<file path="src/rtl/irq_pkg.sv">
// Shared definitions for the interrupt controller: FSM states, register
// offsets and the vector width.
package irq_pkg;

  localparam int VEC_W = 12;

  localparam logic [2:0] REG_ENABLE  = 3'd0;
  localparam logic [2:0] REG_PENDING = 3'd1;
  localparam logic [2:0] REG_VECBASE = 3'd2;
  localparam logic [2:0] REG_EOI     = 3'd3;
  localparam logic [2:0] REG_STATUS  = 3'd4;

  typedef enum logic [1:0] {
    IDLE    = 2'd0,
    REQ     = 2'd1,
    ACKED   = 2'd2,
    SERVICE = 2'd3
  } irq_state_t;

endpackage

</file>
<file path="src/rtl/irq_sync_edge.sv">
// Two-flop synchronizer for one asynchronous interrupt line followed by a
// rising-edge detector that emits a single-cycle pulse.
module irq_sync_edge
  import irq_pkg::*;
(
  input  logic clk,
  input  logic nRst,
  input  logic i_src,
  output logic o_rise
);

  logic r_sync1;
  logic r_sync2;
  logic r_prev;

  always_ff @(posedge clk or negedge nRst) begin
    if (!nRst) begin
      r_sync1 <= 1'b0;
      r_sync2 <= 1'b0;
      r_prev  <= 1'b0;
    end else begin
      r_sync1 <= i_src;
      r_sync2 <= r_sync1;
      r_prev  <= r_sync2;
    end
  end

  assign o_rise = r_sync2 & ~r_prev;

endmodule

</file>
<file path="src/rtl/irq_controller.sv">
// Interrupt controller: latches source edges, picks the lowest-index enabled
// pending source, and runs the IRQ/IRQAck/EOI handshake with the CPU.
module irq_controller
  import irq_pkg::*;
#(
  parameter int               NUM_SRC       = 8,
  parameter logic [VEC_W-1:0] RESET_VECBASE = 12'h800
) (
  input  logic               clk,
  input  logic               nRst,
  input  logic [NUM_SRC-1:0] srcIn,
  input  logic               cs,
  input  logic [2:0]         addr,
  input  logic [31:0]        wrData,
  input  logic               wrEn,
  output logic [31:0]        rdData,
  output logic               IRQ,
  output logic [VEC_W-1:0]   IRQn,
  input  logic               IRQAck
);

  logic [NUM_SRC-1:0] w_rise;
  logic [NUM_SRC-1:0] w_pendEn;
  logic [NUM_SRC-1:0] w_clrMask;
  logic [NUM_SRC-1:0] w_pendingNext;
  logic [3:0]         w_activeIdx;
  logic [VEC_W-1:0]   w_vector;
  logic [31:0]        w_rdMux;
  logic               w_wrStb;
  logic               w_rdStb;
  logic               w_eoiWr;
  logic               w_takeReq;
  logic               w_takeAck;
  logic               w_unused;
  irq_state_t         w_nextState;

  logic [NUM_SRC-1:0] r_pending;
  logic [NUM_SRC-1:0] r_enable;
  logic [VEC_W-1:0]   r_vecBase;
  logic [3:0]         r_activeIdx;
  logic [VEC_W-1:0]   r_irqn;
  logic               r_irq;
  logic [31:0]        r_rdData;
  irq_state_t         r_state;

  for (genvar g = 0; g < NUM_SRC; g++) begin : g_src
    irq_sync_edge u_sync (
      .clk    (clk),
      .nRst   (nRst),
      .i_src  (srcIn[g]),
      .o_rise (w_rise[g])
    );
  end

  assign w_wrStb  = cs & wrEn;
  assign w_rdStb  = cs & ~wrEn;
  assign w_eoiWr  = w_wrStb && (addr == REG_EOI);
  assign w_pendEn = r_pending & r_enable;
  assign w_vector = r_vecBase + {{(VEC_W-4){1'b0}}, w_activeIdx};
  assign w_unused = &{1'b0, wrData[31:VEC_W]};

  always_comb begin
    w_activeIdx = '0;
    for (int i = NUM_SRC - 1; i >= 0; i--) begin
      if (w_pendEn[i]) w_activeIdx = 4'(i);
    end
  end

  always_comb begin
    w_nextState = r_state;
    w_takeReq   = 1'b0;
    w_takeAck   = 1'b0;
    case (r_state)
      IDLE: if (|w_pendEn) begin
        w_nextState = REQ;
        w_takeReq   = 1'b1;
      end
      REQ: if (IRQAck) begin
        w_nextState = ACKED;
        w_takeAck   = 1'b1;
      end
      ACKED:   if (!IRQAck) w_nextState = SERVICE;
      SERVICE: if (w_eoiWr) w_nextState = IDLE;
      default: w_nextState = IDLE;
    endcase
  end

  // New edges are OR-ed in after clearing so that a set always beats a clear.
  always_comb begin
    w_clrMask = '0;
    if (w_wrStb && (addr == REG_PENDING)) w_clrMask = wrData[NUM_SRC-1:0];
    if (w_takeAck) begin
      for (int i = 0; i < NUM_SRC; i++) begin
        if (r_activeIdx == 4'(i)) w_clrMask[i] = 1'b1;
      end
    end
    w_pendingNext = (r_pending & ~w_clrMask) | w_rise;
  end

  always_comb begin
    w_rdMux = '0;
    case (addr)
      REG_ENABLE:  w_rdMux[NUM_SRC-1:0] = r_enable;
      REG_PENDING: w_rdMux[NUM_SRC-1:0] = r_pending;
      REG_VECBASE: w_rdMux[VEC_W-1:0]   = r_vecBase;
      REG_STATUS: begin
        w_rdMux[9:8] = r_state;
        w_rdMux[3:0] = r_activeIdx;
      end
      default:     w_rdMux = '0;
    endcase
  end

  always_ff @(posedge clk or negedge nRst) begin
    if (!nRst) begin
      r_state <= IDLE;
    end else begin
      r_state <= w_nextState;
    end
  end

  always_ff @(posedge clk or negedge nRst) begin
    if (!nRst) begin
      r_pending   <= '0;
      r_enable    <= '0;
      r_vecBase   <= RESET_VECBASE;
      r_activeIdx <= '0;
      r_irqn      <= '0;
      r_irq       <= 1'b0;
      r_rdData    <= '0;
    end else begin
      r_pending <= w_pendingNext;
      if (w_wrStb && (addr == REG_ENABLE))  r_enable  <= wrData[NUM_SRC-1:0];
      if (w_wrStb && (addr == REG_VECBASE)) r_vecBase <= wrData[VEC_W-1:0];
      if (w_rdStb) r_rdData <= w_rdMux;
      if (w_takeReq) begin
        r_activeIdx <= w_activeIdx;
        r_irqn      <= w_vector;
        r_irq       <= 1'b1;
      end else if (w_takeAck) begin
        r_irq <= 1'b0;
      end
    end
  end

  assign rdData = r_rdData;
  assign IRQ    = r_irq;
  assign IRQn   = r_irqn;

endmodule

</file>
<file path="config.mk">
export PLATFORM = sky130hd
export DESIGN_NAME = irq_controller
export DESIGN_NICKNAME = d
export VERILOG_FILES = /design/src/rtl/irq_pkg.sv /design/src/rtl/irq_sync_edge.sv /design/src/rtl/irq_controller.sv
export SDC_FILE = /design/constraint.sdc
export NUM_CORES = 1
export LEC_CHECK = 0
export ABC_AREA = 1
export BUFFER_PORTS_ARGS = -buffer_cell sky130_fd_sc_hd__buf_2
export CORE_UTILIZATION = 53
export CTS_CLUSTER_SIZE = 8
export DETAILED_ROUTE_END_ITERATION = 16
export GPL_TIMING_DRIVEN = 0
export MAX_ROUTING_LAYER = met4
export PLACE_DENSITY = 0.85
export SLEW_MARGIN = 25
export SYNTH_ARGS = -nofsm -noshare
export SYNTH_HDL_FRONTEND = slang
export SYNTH_SLANG_ARGS = --single-unit
</file>
<file path="constraint.sdc">
create_clock -name clk -period 2.9 [get_ports clk]
set_input_delay 0.58 -clock clk [delete_from_list [all_inputs] [get_ports clk]]
set_output_delay 0.58 -clock clk [all_outputs]
set_load 0.05 [all_outputs]
</file>
==> flow_summary.toml <==
[run_status]
outcome = "finished, violations left"
failed_checks = "design-rule violations"

[placement]
portBuffers = 52
routabilityCongestion = 0.9033
place_inst = 589
placed_cell_area_mm2 = 0.004183
dpl.hpwl_mm = 6.247

[critical_path]
worstSetupEndpointType = "flop"
start_kind = "flop"
crit_type = "flop to flop"
cp_max_fo = 4
critPathRequiredTime_ps = 3140
arrival_ps = 2730

[run]
timing.max_cap.violations = 0

[grt]
grt_pass1_vias = 3002
grt_overflow_total = 0
grt_util_all_layers_pct = 25.57
grt_pass1_wl_mm = 13.83
grt_max_degree = 43
antenna_found_initial = 0

[logic_synthesis]
yosysTopAreaCell = "dfrtp_1"
synthTopCellsByArea = "dfrtp_1, nand2_1, buf_4"
synth_edf_count = 0
syn_inst = 421
async_flop_share_pct = 100.0
ys_warn_count = 0
synth-main-ff-cell = "dfrtp_1"
synth_top_cell_area_share_pct = 54.66
syn_area_per_cell_um2 = 8.809
ys_seq_elements = 82
ys_seq_area_share_pct = 55.36
netlist-cell-type-count = 28
syn_area_mm2 = 0.003709

[floorplanning]
dieArea_mm2 = 0.007336
dieHeight_um = 85.65
core_area_mm2 = 0.006794
ios = 93
rows = 30
die_x_um = 85.65
initial_core_util_pct = 54.59

[finish]
finalInstanceArea_mm2 = 0.004390
final-instance-count-excl-fill = 604
drive_gt1_share_pct = 21.06
multi_input_area_mm2 = 0.001361
fin_nets = 560
n_antenna_cell = 0
syn2layout_area_growth_pct = 18.39
register_area_mm2 = 0.002053
n_fill_cell = 590

[clock_network]
cts_tree = "yes"
cts_hold_buf = 0
cts_inserted_buffers = 9
cts_resized = 0
clkSinkCount = 82
cts_root_buffer = "clkbuf_8"
cts_buffer_depth = 2
clock_latency_ps = 350
cts_setup_buffers = 0
clk_pin_slew_worst_paths_ps = 80
htree_num_levels = 3

[pwr]
peakVddDrop_uv = 383.7
p_total_uw = 3724
pwr_density_cell_mw_per_mm2 = 848.1
p_leak_uw = 0.002293

[timing]
rsz0062_at_grt = "false"
setup-tns-final_ps = 0
worstMarginPinSlew_ps = 592.1
finalCritPeriodShare_pct = 85.91
hold_viol_final = 0
timing.fmax_mhz = 401.4
relSlewSlack_pct = 60.38
slew_viol_final = 0
period_minus_slack_ps = 2491
setup_viol = 0
skew_ps = 10.45

[detailed_routing]
num_vias = 3019
drt-total-wl_mm = 8.374
drc = 2
drt-initial-drc-count = 166
vias_per_cell = 4.998
postRouteAntennaNets = 0
wl_met3_um = 357
wire_per_inst_um = 13.86
wl_met2_mm = 4.244
top_layer_used = "met4"
drt-met1-wl_mm = 3.586
dr.pass1.iters = 11

[min_path]
hold_path_class = "input pin to asynchronous set/reset pin"
## logic make-up (layout without fill, tap and decap cells)
group           Yosys count  in the layout  share of synthesized area (%)
fa+ha+maj                 8              8                          2.901
buf+inv                  74            142                          9.852
compound gates           68             68                          10.05
other cells               1             20                         0.1011
simple gates            183            183                          20.55
xor+xnor                  5              5                          1.181
flops                    82             82                          55.36
## registers in the layout, indices dropped and copies added, names as in the netlist
name                  flops
g_src.u_sync.r_sync2      8
IRQn                     12
rdData                   12
r_pending                 8
r_state                   2
r_activeIdx               3
g_src.u_sync.r_prev       8
r_enable                  8
g_src.u_sync.r_sync1      8
IRQ                       1
r_vecBase                12
## placed cells by master (no fill, tap or decap), types with 2 or more instances in the layout
| master | count |
|---|---|
| nand2_1 | 132 |
| dfrtp_1 | 81 |
| buf_2 | 55 |
| inv_1 | 43 |
| o21ai_0 | 25 |
| buf_4 | 23 |
| conb_1 | 20 |
| o21ai_1 | 19 |
| nor2_1 | 17 |
| nand3_1 | 16 |
| a21oi_1 | 11 |
| clkbuf_8 | 9 |
| ha_1 | 7 |
| nor3_1 | 6 |
| inv_2 | 5 |
| nand4_1 | 5 |
| xor2_1 | 5 |
| o22ai_1 | 4 |
| o311ai_0 | 4 |
| nand2_2 | 2 |
| nand3_2 | 2 |
| nor2_2 | 2 |
| o31ai_1 | 2 |
| clkinvlp_4 | 2 |
| bufinv_16 | 2 |
## final cells by class
cell class | instances | area share [%]
Timing Repair Buffer | 53 | 6.441
Buffer | 26 | 4.218
Clock buffer | 10 | 2.907
Tap cell | 96 | 2.736
Clock inverter | 5 | 1.824
Inverter | 48 | 4.104
Sequential cell | 82 | 46.77
Multi-Input combinational cell | 284 | 31.01
## cells in the mapped netlist, types with 2 or more instances
master	n
nand2_2	2
buf_2	4
inv_1	43
ha_1	7
nand4_1	5
dfrtp_1	81
inv_2	5
o311ai_0	4
nor3_1	6
o21ai_1	19
o22ai_1	4
nor2_1	17
a21oi_1	11
nand3_2	2
nor2_2	2
o21ai_0	25
buf_4	22
o31ai_1	2
nand2_1	132
nand3_1	16
xor2_1	5
## through the flow
step / setup WS (ps) / hold slack [ps] / utilization (%)
final: 408.7 / 205.5 / 64.62
after global routing: 156.4 / 247.3 / 64.62
after CTS: 432.0 / 223.8 / 64.62
after detailed placement: 443.5 / 336.5 / 61.57
after global placement: 495.1 / 331.8 / 61.23
after floorplan: 766.9 / 284.4 / -
## critical path, stage by stage (launching register included)
cell      delay, ps
dfrtp_1         410
nand2_1          80
inv_1            60
nand2_1          50
nand2_1          50
nand2_1          50
nand2_1          50
nand2_1          60
a21boi_0        190
ha_1            210
inv_1            60
fa_1            400
o21ai_1         210
nand2_1         140
nor2_1          140
nand3_1          80
nand3_1          90
nand2_1          50
## path summary, 6_finish.rpt
kind,start,end,slack (ps),cells past startpoint
max in group asynchronous,nRst,r_pending[5],2080,2
min in group clk,srcIn[0],g_src[0].u_sync.r_sync1,340,1
min,nRst,rdData[7],210,1
min reg2reg,g_src[2].u_sync.r_sync1,g_src[2].u_sync.r_sync2,350,0
max reg2reg,r_pending[7],IRQn[8],410,17
max,r_pending[7],IRQn[8],410,17
## per-layer routing
| layer | track usage [%] | up-vias |
|---|---|---|
| li1 | - | 1472 |
| met1 | 30.91 | 1428 |
| met2 | 42.98 | 103 |
| met3 | 3.754 | 16 |
| met4 | 11.06 | 0 |
| met5 | - | - |
## power by group
part	internal, uW	total [uW]	switching, uW
combinational	358	1290	929
clock	479	878	399
sequential	1370	1560	187
total	2210	3720	1510
Power figures use the tool's default switching activity.
